--- config.mk ---
export PLATFORM = sky130hd
export DESIGN_NAME = rc4_prga_engine
export DESIGN_NICKNAME = d
export VERILOG_FILES = /design/src/rtl/rc4_pkg.sv /design/src/rtl/rc4_char_check.sv /design/src/rtl/rc4_prga_engine.sv
export SDC_FILE = /design/constraint.sdc
export NUM_CORES = 1
export LEC_CHECK = 0
export ABC_AREA = 1
export CELL_PAD_IN_SITES_DETAIL_PLACEMENT = 2
export CELL_PAD_IN_SITES_GLOBAL_PLACEMENT = 2
export CORE_ASPECT_RATIO = 0.5
export CORE_MARGIN = 3
export CORE_UTILIZATION = 27
export DETAILED_ROUTE_END_ITERATION = 10
export PLACE_DENSITY = 0.87
export SYNTH_ARGS = -nofsm -noshare
export SYNTH_HDL_FRONTEND = slang
export SYNTH_SLANG_ARGS = --single-unit
--- constraint.sdc ---
create_clock -name clk -period 1.75 [get_ports clk]
set_clock_uncertainty 0.1 [all_clocks]
set_input_delay 0.2625 -clock clk [delete_from_list [all_inputs] [get_ports clk]]
set_output_delay 0.2625 -clock clk [all_outputs]
set_load 0.02 [all_outputs]
--- src/rtl/rc4_pkg.sv ---
// Shared types and constants for the RC4 PRGA engine: FSM state encoding and the
// printable-character bounds used by the optional plaintext check.
package rc4_pkg;

  typedef enum logic [3:0] {
    ST_IDLE,
    ST_RD_I,
    ST_CAP_I,
    ST_RD_J,
    ST_CAP_J,
    ST_WR_I,
    ST_WR_J,
    ST_RD_F,
    ST_CAP_F,
    ST_NEXT,
    ST_DONE
  } rc4_prga_state_t;

  localparam logic [7:0] CH_A  = 8'h61;
  localparam logic [7:0] CH_Z  = 8'h7A;
  localparam logic [7:0] CH_SP = 8'h20;

endpackage

--- src/rtl/rc4_char_check.sv ---
// Plaintext acceptance test: lowercase 'a'..'z' or space. Only compiled when
// RC4_VALID_CHECK_EN is defined, since the engine instantiates it only then.
`ifdef RC4_VALID_CHECK_EN
module rc4_char_check
  import rc4_pkg::*;
#(
  parameter int unsigned W = 8
) (
  input  logic [W-1:0] byte_i,
  output logic         valid_o
);

  localparam logic [W-1:0] LO = W'(CH_A);
  localparam logic [W-1:0] HI = W'(CH_Z);
  localparam logic [W-1:0] SP = W'(CH_SP);

  assign valid_o = ((byte_i >= LO) && (byte_i <= HI)) || (byte_i == SP);

endmodule
`endif

--- src/rtl/rc4_prga_engine.sv ---
// RC4 PRGA keystream/decrypt engine: 9-cycle-per-byte walk over a registered S RAM,
// XORing keystream with ciphertext ROM into plaintext RAM. Optional RC4_VALID_CHECK_EN.
module rc4_prga_engine
  import rc4_pkg::*;
#(
  parameter int unsigned S_AW   = 8,
  parameter int unsigned MSG_AW = 5
) (
  input  logic              clk,
  input  logic              reset_n,
  input  logic              start,
  input  logic [MSG_AW:0]   msg_len,
  output logic              busy,
  output logic              done,
  output logic              fail,
  output logic [S_AW-1:0]   s_addr,
  output logic [S_AW-1:0]   s_wdata,
  output logic              s_wen,
  input  logic [S_AW-1:0]   s_rdata,
  output logic [MSG_AW-1:0] rom_addr,
  input  logic [S_AW-1:0]   rom_rdata,
  output logic [MSG_AW-1:0] ram_addr,
  output logic [S_AW-1:0]   ram_wdata,
  output logic              ram_wen
);

  localparam logic [S_AW-1:0]   ONE_S   = S_AW'(1);
  localparam logic [MSG_AW-1:0] ONE_K   = MSG_AW'(1);
  localparam logic [MSG_AW:0]   ONE_LEN = (MSG_AW + 1)'(1);

  rc4_prga_state_t   state_q, state_d;
  logic [S_AW-1:0]   i_q, i_d;
  logic [S_AW-1:0]   j_q, j_d;
  logic [S_AW-1:0]   si_q, si_d;
  logic [S_AW-1:0]   sj_q, sj_d;
  logic [MSG_AW-1:0] k_q, k_d;
  logic [MSG_AW:0]   len_q, len_d;
  logic [S_AW-1:0]   plain_byte;

  assign plain_byte = s_rdata ^ rom_rdata;
  assign busy       = (state_q != ST_IDLE);

`ifdef RC4_VALID_CHECK_EN
  logic fail_q, fail_d;
  logic pt_valid;

  rc4_char_check #(.W(S_AW)) u_char_check (
    .byte_i  (plain_byte),
    .valid_o (pt_valid)
  );

  assign fail = fail_q;
`else
  assign fail = 1'b0;
`endif

  always_comb begin
    state_d   = state_q;
    i_d       = i_q;
    j_d       = j_q;
    si_d      = si_q;
    sj_d      = sj_q;
    k_d       = k_q;
    len_d     = len_q;
`ifdef RC4_VALID_CHECK_EN
    fail_d    = fail_q;
`endif
    done      = 1'b0;
    s_addr    = '0;
    s_wdata   = '0;
    s_wen     = 1'b0;
    rom_addr  = '0;
    ram_addr  = '0;
    ram_wdata = '0;
    ram_wen   = 1'b0;

    unique case (state_q)
      ST_IDLE: begin
        if (start) begin
`ifdef RC4_VALID_CHECK_EN
          fail_d = 1'b0;
`endif
          if (msg_len != '0) begin
            i_d     = ONE_S;
            j_d     = '0;
            k_d     = '0;
            len_d   = msg_len;
            state_d = ST_RD_I;
          end else begin
            state_d = ST_DONE;
          end
        end
      end
      ST_RD_I: begin
        s_addr  = i_q;
        state_d = ST_CAP_I;
      end
      ST_CAP_I: begin
        si_d    = s_rdata;
        j_d     = j_q + s_rdata;
        state_d = ST_RD_J;
      end
      ST_RD_J: begin
        s_addr  = j_q;
        state_d = ST_CAP_J;
      end
      ST_CAP_J: begin
        sj_d    = s_rdata;
        state_d = ST_WR_I;
      end
      // When i==j both writes hit one entry with the same value: identity swap.
      ST_WR_I: begin
        s_addr  = i_q;
        s_wdata = sj_q;
        s_wen   = 1'b1;
        state_d = ST_WR_J;
      end
      ST_WR_J: begin
        s_addr  = j_q;
        s_wdata = si_q;
        s_wen   = 1'b1;
        state_d = ST_RD_F;
      end
      ST_RD_F: begin
        s_addr   = si_q + sj_q;
        rom_addr = k_q;
        state_d  = ST_CAP_F;
      end
      ST_CAP_F: begin
        ram_addr  = k_q;
        ram_wdata = plain_byte;
        ram_wen   = 1'b1;
        state_d   = ST_NEXT;
`ifdef RC4_VALID_CHECK_EN
        if (!pt_valid) begin
          ram_wen = 1'b0;
          fail_d  = 1'b1;
          state_d = ST_DONE;
        end
`endif
      end
      ST_NEXT: begin
        if ({1'b0, k_q} == (len_q - ONE_LEN)) begin
          state_d = ST_DONE;
        end else begin
          k_d     = k_q + ONE_K;
          i_d     = i_q + ONE_S;
          state_d = ST_RD_I;
        end
      end
      ST_DONE: begin
        done    = 1'b1;
        state_d = ST_IDLE;
      end
      default: state_d = ST_IDLE;
    endcase
  end

  always_ff @(posedge clk or negedge reset_n) begin
    if (!reset_n) begin
      state_q <= ST_IDLE;
      i_q     <= '0;
      j_q     <= '0;
      si_q    <= '0;
      sj_q    <= '0;
      k_q     <= '0;
      len_q   <= '0;
`ifdef RC4_VALID_CHECK_EN
      fail_q  <= 1'b0;
`endif
    end else begin
      state_q <= state_d;
      i_q     <= i_d;
      j_q     <= j_d;
      si_q    <= si_d;
      sj_q    <= sj_d;
      k_q     <= k_d;
      len_q   <= len_d;
`ifdef RC4_VALID_CHECK_EN
      fail_q  <= fail_d;
`endif
    end
  end

endmodule

==> results of run 1 <==
## metrics by stage
step / setup WS (ns) / hold slack [ns] / instance area [um^2]
after CTS: -0.5836 / 0.4132 / 6090
after detailed placement: -0.6933 / 0.1995 / 5106
after global placement: -0.6211 / 0.1740 / 5106
after floorplan: -0.05919 / -0.1331 / 3563
## Yosys cell counts (7+ instances only)
| master | instances |
|---|---|
| a32o_1 | 8 |
| nand2_1 | 113 |
| dfrtp_1 | 47 |
| nor2_1 | 52 |
| o21ai_0 | 28 |
| nand4_1 | 9 |
| ha_1 | 17 |
| nand3_1 | 43 |
| a21oi_1 | 15 |
| xnor2_1 | 12 |
| xor2_1 | 7 |
| inv_1 | 60 |
## cell families after synthesis
group           count (synthesis)
xor+xnor                       19
buf+inv                        74
other cells                     1
simple gates                  236
compound gates                 71
fa+ha+maj                      19
flops                          47
## timing repair
| item | 4_1_cts |
|---|---|
| resized for setup | 371 |
| setup endpoints to repair | 68 |
| cloned | 1 |
| buffers inserted | 24 |
| pin swaps | 33 |
| hold buffers | 1 |
| endpoints found under the hold margin | 17 |
==> flow_metrics.env, run 1 <==
export IMPL_rows=28
export IMPL_place_congestion=0.8374
export IMPL_synth_seq_cells=47
export IMPL_endpoint_type="top-level output"
export IMPL_ys_warn_count=0
export IMPL_cts_inserted_buffers=5
export IMPL_ys_types=39
export IMPL_cts_num_sinks=47
export IMPL_synthArstFlopShare_pct=100.0
export IMPL_synthXorXnorAreaFrac_pct=4.874
export IMPL_ys_seq_area_share_pct=34.44
export IMPL_status="aborted with a tool error"
export IMPL_syn_instance_count=467
export IMPL_synth_compound_area_share_pct=12.94
export IMPL_crit_endpoint="s_addr[6]"
export IMPL_yosysTopAreaCellShare_pct=34.44
export IMPL_synth_top_family_by_area="simple AND/OR/NAND/NOR gates"
export IMPL_htreeDepth=2
export IMPL_grt_max_degree=20
export IMPL_syn_area_per_cell_um2=7.312
export IMPL_synthFlopType="dfrtp_1"
export IMPL_mappedNetlistNets=511
export IMPL_synth_simple_area_share_pct=31.07
export IMPL_synthAdderAreaFrac_pct=7.402
export IMPL_grt_antenna_before_repair=1
export IMPL_error="[ERROR DPL-0033] detailed placement checks failed during check placement."
export IMPL_cts_root_buffer="clkbuf_16"
export IMPL_clk_path_buf_depth=2
export IMPL_lastStage="global routing"
export IMPL_die_w_um=165.0
export IMPL_die_y_um=85.52
export IMPL_yosysTopAreaCell="dfrtp_1"
export IMPL_io_pins=64
export IMPL_synth_edf_count=0
export IMPL_synth_mux_area_share_pct=0
export IMPL_start_util_pct=28.25
export IMPL_dpl_hpwl_mm=12.24
export IMPL_ys_top_cells_by_area="dfrtp_1, nand2_1, inv_1, nand3_1, ha_1"
export IMPL_portBuffers=62
export IMPL_synth_area_um2=3415
export IMPL_placed_cells=785
==> inputs of run 2 (changes only) <==
CELL_PAD_IN_SITES_DETAIL_PLACEMENT = unset   (was 2)
CELL_PAD_IN_SITES_GLOBAL_PLACEMENT = unset   (was 2)
CORE_ASPECT_RATIO = unset   (was 0.5)
CORE_UTILIZATION = 35   (was 27)
PLACE_DENSITY = unset   (was 0.87)
PLACE_DENSITY_LB_ADDON = 0.15   (was unset)
clock period = 2.3 ns   (was 1.75 ns; I/O delays follow)
==> run 2 against run 1 <==
  * The flow now finishes, with violations (negative setup slack)
  * Area after synthesis unchanged
  * Synthesized cell count unchanged
==> flow_metrics.env, run 2 <==
export IMPL_synth_seq_cells=47
export IMPL_cts_root_buffer="clkbuf_8"
export IMPL_rsz0062_at_grt="yes"
export IMPL_drv_cap=0
export IMPL_avgViaCountPerCell=4.880
export IMPL_ant_nets=0
export IMPL_ys_top_cells_by_area="dfrtp_1, nand2_1, inv_1, nand3_1, ha_1"
export IMPL_grt_pass1_wl_mm=16.86
export IMPL_synth_area_um2=3415
export IMPL_status="complete, but fails checks"
export IMPL_fmax_ghz=0.4292
export IMPL_htreeDepth=2
export IMPL_synth_edf_count=0
export IMPL_finalMaxSlewViolations=0
export IMPL_design_power_total_mw=5.666
export IMPL_areaGrowthSynthToFinish_pct=35.36
export IMPL_insertion_delay_ns=0.30
export IMPL_drtIter0Drc=141
export IMPL_relSlewSlack_pct=65.60
export IMPL_synthArstFlopShare_pct=100.0
export IMPL_hold_path_class="in2async"
export IMPL_fin_ws_ns=-0.02982
export IMPL_yosysTopAreaCellShare_pct=34.44
export IMPL_synthFlopType="dfrtp_1"
export IMPL_cts_num_sinks=47
export IMPL_grt_antenna_before_repair=0
export IMPL_worstPathCellList="ha_2, fa_2, nand4_1, nand3_2, a21oi_2, o21ai_2, nand2_1, buf_6"
export IMPL_yosys_top_cells_count="nand2_1, inv_1, nor2_1, dfrtp_1, nand3_1"
export IMPL_worst_setup_path_start_kind="flop"
export IMPL_layout_min_cycle_time_ns=2.330
export IMPL_cts_inserted_buffers=5
export IMPL_grt_overflow_total=0
export IMPL_dpl_hpwl_mm=7.984
export IMPL_n_antenna_cell=0
export IMPL_ys_warn_count=0
export IMPL_die_w_um=104.8
export IMPL_required_ns=1.86
export IMPL_post_drt_wl_per_cell_um=14.28
export IMPL_cellPowerDensity_nw_per_um2=1226
export IMPL_worst_path_max_delay_cell="dfrtp_1"
export IMPL_rrSetupSlack_ns=0.29
export IMPL_setup_viol=3
export IMPL_layout_commonest_cell="nand2_1"
export IMPL_syn_instance_count=467
export IMPL_grt_max_degree=21
export IMPL_die_area_um2=10980
export IMPL_crit_type="reg2out"
export IMPL_grtUsageTotal_pct=18.70
export IMPL_arrival_ns=1.88
export IMPL_portBuffers=62
export IMPL_postLayoutCoreUtil_pct=49.32
export IMPL_yosysMostFrequentCell="nand2_1"
export IMPL_rows=35
export IMPL_hold_viol=0
export IMPL_wl_mm=10.19
export IMPL_mappedNetlistNets=511
export IMPL_cp_slowest_stage_delay_ns=0.39
export IMPL_multi_input_area_um2=2044
export IMPL_drcViolationCount=0
export IMPL_start_util_pct=36.44
export IMPL_ys_seq_area_share_pct=34.44
export IMPL_yosysTopAreaCell="dfrtp_1"
export IMPL_place_congestion=0.8304
export IMPL_cts_tree="done"
export IMPL_max_slew_worst_pin_slew_ns=0.5148
export IMPL_fin_nets=628
export IMPL_ys_types=39
export IMPL_fill_cells=985
export IMPL_endpoint_kind="output pin"
export IMPL_path_clk_slew_ns=0.09
export IMPL_violations="negative setup slack"
export IMPL_path_max_fanout=4
export IMPL_syn_area_per_cell_um2=7.312
export IMPL_vdd_drop_max_uv=510.1
export IMPL_seqCellArea_um2=1177
export IMPL_core_um2=9371
export IMPL_grt_pass1_vias=3350
export IMPL_final_cell_mix="nand2_1, buf_4, inv_1, nor2_1, dfrtp_1"
export IMPL_drtPass1Iterations=5
export IMPL_die_y_um=104.8
export IMPL_vias=3484
export IMPL_drive_gt1_share_pct=23.42
export IMPL_finalCritPeriodShare_pct=101.3
export IMPL_io_pins=64
export IMPL_p_leak_nw=2.379
export IMPL_clk_path_buf_depth=2
-- run 2: cell counts after synthesis --
Identical to the previous run, type by type.
-- run 2: critical path: cells and delay by family (launching register included) --
kind	cells	cell delay [ns]
AOI/OAI and AO/OA	2	0.22
buffers and inverters	1	0.11
DFF	1	0.39
and+or+nand+nor	3	0.29
adders and majority gates	2	0.57
-- run 2: area by class of cell --
cell class	instances	share of cell area (%)
Sequential cell	47	25.47
Tap cell	129	3.492
Multi-Input combinational cell	346	44.23
Inverter	66	5.414
Clock buffer	7	1.651
Clock inverter	1	0.1083
Timing Repair Buffer	118	19.63
-- run 2: cell families after synthesis --
kind of cell	synth area share [%]
simple gates	31.07
buf+inv	9.161
compound gates	12.93
other cells	0.1098
flops	34.44
fa+ha+maj	7.402
xor+xnor	4.874
-- run 2: power breakdown --
part	total [mW]	internal (mW)	switching, mW
clock	0.506	0.215	0.291
combinational	3.71	1.66	2.06
sequential	1.45	1.14	0.308
-- run 2: per-layer routing --
metal / share of wire (%) / GRT usage, %
met3: 4.1 / 2.471
met4: 0.46 / 2.624
met2: 45 / 29.24
met1: 50 / 28.13
met5: 0 / 0
-- run 2: stage by stage --
| step | instances | worst slack [ns] | TNS (ns) | cell area (um^2) | hold WS [ns] |
|---|---|---|---|---|---|
| floorplan | 467 | 0.1136 | 0 | 3415 | -0.05059 |
| global placement | 702 | -0.2724 | -1.053 | 4519 | 0.1486 |
| detailed placement | 702 | -0.2921 | -1.176 | 4519 | 0.1529 |
| CTS | 712 | -0.03843 | -0.06649 | 4627 | 0.3589 |
| global route | 714 | -0.1211 | -0.4088 | 4622 | 0.3657 |
| finish | 714 | -0.02982 | -0.04453 | 4622 | 0.3469 |
-- run 2: final timing paths --
check	to	startpoint	cells after the start
max in group asynchronous	j_q[1]	reset_n	3
min in group clk	len_q[5]	len_q[5]	2
min reg2reg	len_q[5]	len_q[5]	2
min	len_q[5]	reset_n	2
max	s_addr[6]	si_q[0]	8
max reg2reg	i_q[5]	len_q[0]	11
-- run 2: repair_timing --
| item | CTS | global route |
|---|---|---|
| endpoints found under the setup margin | 36 | 34 |
| resized for setup | 77 | 68 |
| endpoints found under the hold margin | 10 | 0 |
| hold buffers | 1 | 0 |
| pin swaps | 4 | 14 |
| setup buffers | 1 | 2 |
Power figures use the tool's default switching activity.
==> inputs of run 3 (changes only) <==
ABC_AREA = 0   (was 1)
CAP_MARGIN = 20   (was unset)
DONT_BUFFER_PORTS = 1   (was unset)
==> run 3 against run 2 <==
  * The flow still finishes with violations (negative setup slack)
  * Global-route usage decreased by 1.5 points
  * Via count decreased by 24%
  * Sequential cell count unchanged
  * Critical path depth unchanged
  * Sequential power increased by 8%
  * Maximum frequency decreased by 10%
  * Non-clock buffer count decreased by 71
  * Largest cell class unchanged
  * Highest routed layer unchanged
==> flow_metrics.env, run 3 <==
export IMPL_status="complete, but fails checks"
export IMPL_violations="negative setup slack"
export IMPL_grt_overflow_total=0
export IMPL_finalMaxSlewViolations=0
export IMPL_wl_mm=8.596
export IMPL_worst_setup_path_start_kind="flop"
export IMPL_layout_min_cycle_time_ns=2.589
export IMPL_cts_root_buffer="clkbuf_8"
export IMPL_start_util_pct=36.11
export IMPL_areaGrowthSynthToFinish_pct=20.36
export IMPL_hold_viol=0
export IMPL_core_um2=8763
export IMPL_cts_tree="done"
export IMPL_mappedNetlistNets=389
export IMPL_yosysTopAreaCellShare_pct=37.17
export IMPL_synthFlopType="dfrtp_1"
export IMPL_place_congestion=0.7989
export IMPL_clk_path_buf_depth=2
export IMPL_dp_worst_setup_slack_ns=-0.09655
export IMPL_grt_pass1_vias=2689
export IMPL_p_int_mw=3.124
export IMPL_clkPwrFrac_pct=9.5
export IMPL_grtUsageTotal_pct=17.21
export IMPL_path_max_fanout=2
export IMPL_die_y_um=101.1
export IMPL_finalCritPeriodShare_pct=112.6
export IMPL_seqPwrFrac_pct=27.1
export IMPL_n_antenna_cell=0
export IMPL_hold_path_class="in2reg"
export IMPL_drtIter0Drc=116
export IMPL_rows=34
export IMPL_insertion_delay_ns=0.31
export IMPL_fin_ws_ns=-0.2889
export IMPL_path_clk_slew_ns=0.09
export IMPL_die_w_um=101.1
export IMPL_cellPowerDensity_nw_per_um2=1515
export IMPL_ys_types=49
export IMPL_rsz0062_at_grt="yes"
export IMPL_synth_seq_cells=47
export IMPL_crit_type="reg2out"
export IMPL_fill_cells=880
export IMPL_synthAdderAreaFrac_pct=7.987
export IMPL_dpl_hpwl_mm=6.502
export IMPL_vias=2664
export IMPL_synth_edf_count=0
export IMPL_die_area_um2=10220
export IMPL_power_switching_mw=2.647
export IMPL_synth_mux_area_share_pct=6.959
export IMPL_p_leak_nw=1.750
export IMPL_setup_viol=6
export IMPL_combPwrFrac_pct=63.4
export IMPL_drv_cap=0
export IMPL_grt_max_degree=48
export IMPL_cp_slowest_stage_delay_ns=0.40
export IMPL_synth_top_family_by_area="compound AO/OA/AOI/OAI gates"
export IMPL_drive_gt1_share_pct=25.90
export IMPL_io_pins=64
export IMPL_synth_simple_area_share_pct=18.07
export IMPL_max_slew_worst_pin_slew_ns=0.5915
export IMPL_grt_antenna_before_repair=0
export IMPL_final_cell_mix="dfrtp_1, buf_4, nand2_1, nor2_1, xnor2_1"
export IMPL_layout_commonest_cell="dfrtp_1"
export IMPL_synthXorXnorAreaFrac_pct=7.750
export IMPL_arrival_ns=2.14
export IMPL_post_drt_wl_per_cell_um=17.26
export IMPL_required_ns=1.86
export IMPL_ys_top_cells_by_area="dfrtp_1, ha_1, mux2_2, xnor2_1, nand2_1"
export IMPL_swShare_pct=45.86
export IMPL_portBuffers=0
export IMPL_synth_area_um2=3164
export IMPL_fin_nets=433
export IMPL_worstPathCellList="ha_2, fa_2, a21o_1, a21oi_2, o21bai_1, a21oi_1, xor2_1, o21ai_2"
export IMPL_avgViaCountPerCell=5.349
export IMPL_htreeDepth=2
export IMPL_ys_warn_count=0
export IMPL_cts_inserted_buffers=5
export IMPL_ant_nets=0
export IMPL_grt_pass1_wl_mm=13.70
export IMPL_drcViolationCount=0
export IMPL_drtPass1Iterations=5
export IMPL_syn_instance_count=345
export IMPL_fmax_ghz=0.3863
export IMPL_cts_num_sinks=47
export IMPL_ys_seq_area_share_pct=37.17
export IMPL_relSlewSlack_pct=60.35
export IMPL_yosys_top_cells_count="dfrtp_1, nand2_1, nor2_1, o21ai_0, xnor2_1"
export IMPL_yosysMostFrequentCell="dfrtp_1"
export IMPL_vdd_drop_max_uv=672.5
export IMPL_synth_compound_area_share_pct=18.39
export IMPL_syn_area_per_cell_um2=9.172
export IMPL_yosysTopAreaCell="dfrtp_1"
export IMPL_worst_path_max_delay_cell="dfrtp_1"
export IMPL_postLayoutCoreUtil_pct=43.46
export IMPL_synthArstFlopShare_pct=100.0
export IMPL_endpoint_kind="output pin"
[run 3: cell types whose count changed in the layout (fill, tap and decap cells not counted), sizes merged, moves of 16 or more]
cell | before | now
clkbuf | 30 | 6
clkdlybuf4s50 | 24 | 0
buf | 64 | 46
nor2 | 59 | 33
mux2 | 0 | 16
nand3 | 44 | 9
inv | 65 | 14
nand2 | 115 | 37
[run 3: final cells by class]
| class | count | area [um^2] | share of cell area [%] |
|---|---|---|---|
| inverter | 14 | 52.55 | 1.380 |
| sequential | 47 | 1176 | 30.88 |
| clock buffer | 6 | 82.58 | 2.168 |
| clock inverter | 2 | 16.27 | 0.4271 |
| timing repair buffer | 47 | 382.9 | 10.05 |
| tap | 108 | 135.1 | 3.548 |
| multi-input combinational | 274 | 1963 | 51.54 |
[run 3: logic make-up (layout without fill, tap and decap cells)]
family                   Yosys count  count (layout)
XOR/XNOR                          28              28
buffers and inverters             24              69
multiplexers                      20              20
adder cells (fa/ha/maj)           19              19
other                              1               1
AND/OR/NAND/NOR                  121             121
flip-flops                        47              47
AO/OA/AOI/OAI                     85              85
[run 3: final timing paths]
kind	endpoint	slack (ns)	from	cells after the start
max	s_addr[6]	-0.29	sj_q[0]	8
min	len_q[3]	0.05	msg_len[3]	2
max reg2reg	j_q[6]	0.20	j_q[0]	8
min reg2reg	i_q[0]	0.44	i_q[0]	1
max in group asynchronous	len_q[2]	1.43	reset_n	2
min in group asynchronous	k_q[3]	0.42	reset_n	2
[run 3: power by group through the flow]
stage / sequential (mW) / clock (mW) / combinational, mW
after detailed placement: 1.58 / 0 / 3.35
after floorplan: 1.47 / 0 / 2.40
final: 1.56 / 0.548 / 3.66
after global placement: 1.57 / 0 / 3.32
after CTS: 1.57 / 0.564 / 3.53
after global routing: 1.62 / 0.593 / 4.02
[run 3: repair_timing]
action | in CTS | in global routing
endpoints found under the setup margin | 20 | 19
pin swaps | 10 | 6
hold buffers | 2 | 0
resized for setup | 10 | 13
endpoints found under the hold margin | 47 | 0
buffers inserted | 2 | 2
[run 3: per-layer routing]
layer / up-vias / part of all wire [%] / GRT usage (%)
li1: 1316 / - / -
met1: 1265 / 45 / 22.70
met2: 75 / 49 / 28.87
met3: 8 / 4.6 / 3.183
met4: 0 / 1.4 / 4.601
met5: - / 0 / 0
[run 3: stage by stage]
step / hold slack [ns] / instances / cell area (um^2) / total power [mW] / TNS, ns
final: 0.05416 / 498 / 3809 / 5.771 / -1.083
after global routing: 0.05209 / 498 / 3809 / 6.231 / -1.653
after CTS: 0.04842 / 496 / 3744 / 5.666 / -1.386
after detailed placement: -0.04929 / 484 / 3555 / 4.937 / -0.2155
after global placement: -0.04925 / 484 / 3555 / 4.888 / -0.1288
after floorplan: -0.05059 / 345 / 3172 / 3.865 / -0.03256
[run 3: worst max-delay path, delay by kind of cell (launching register included)]
family,cells,cell delay [ns]
flops,1,0.40
xor+xnor,1,0.10
compound gates,5,0.79
fa+ha+maj,2,0.55
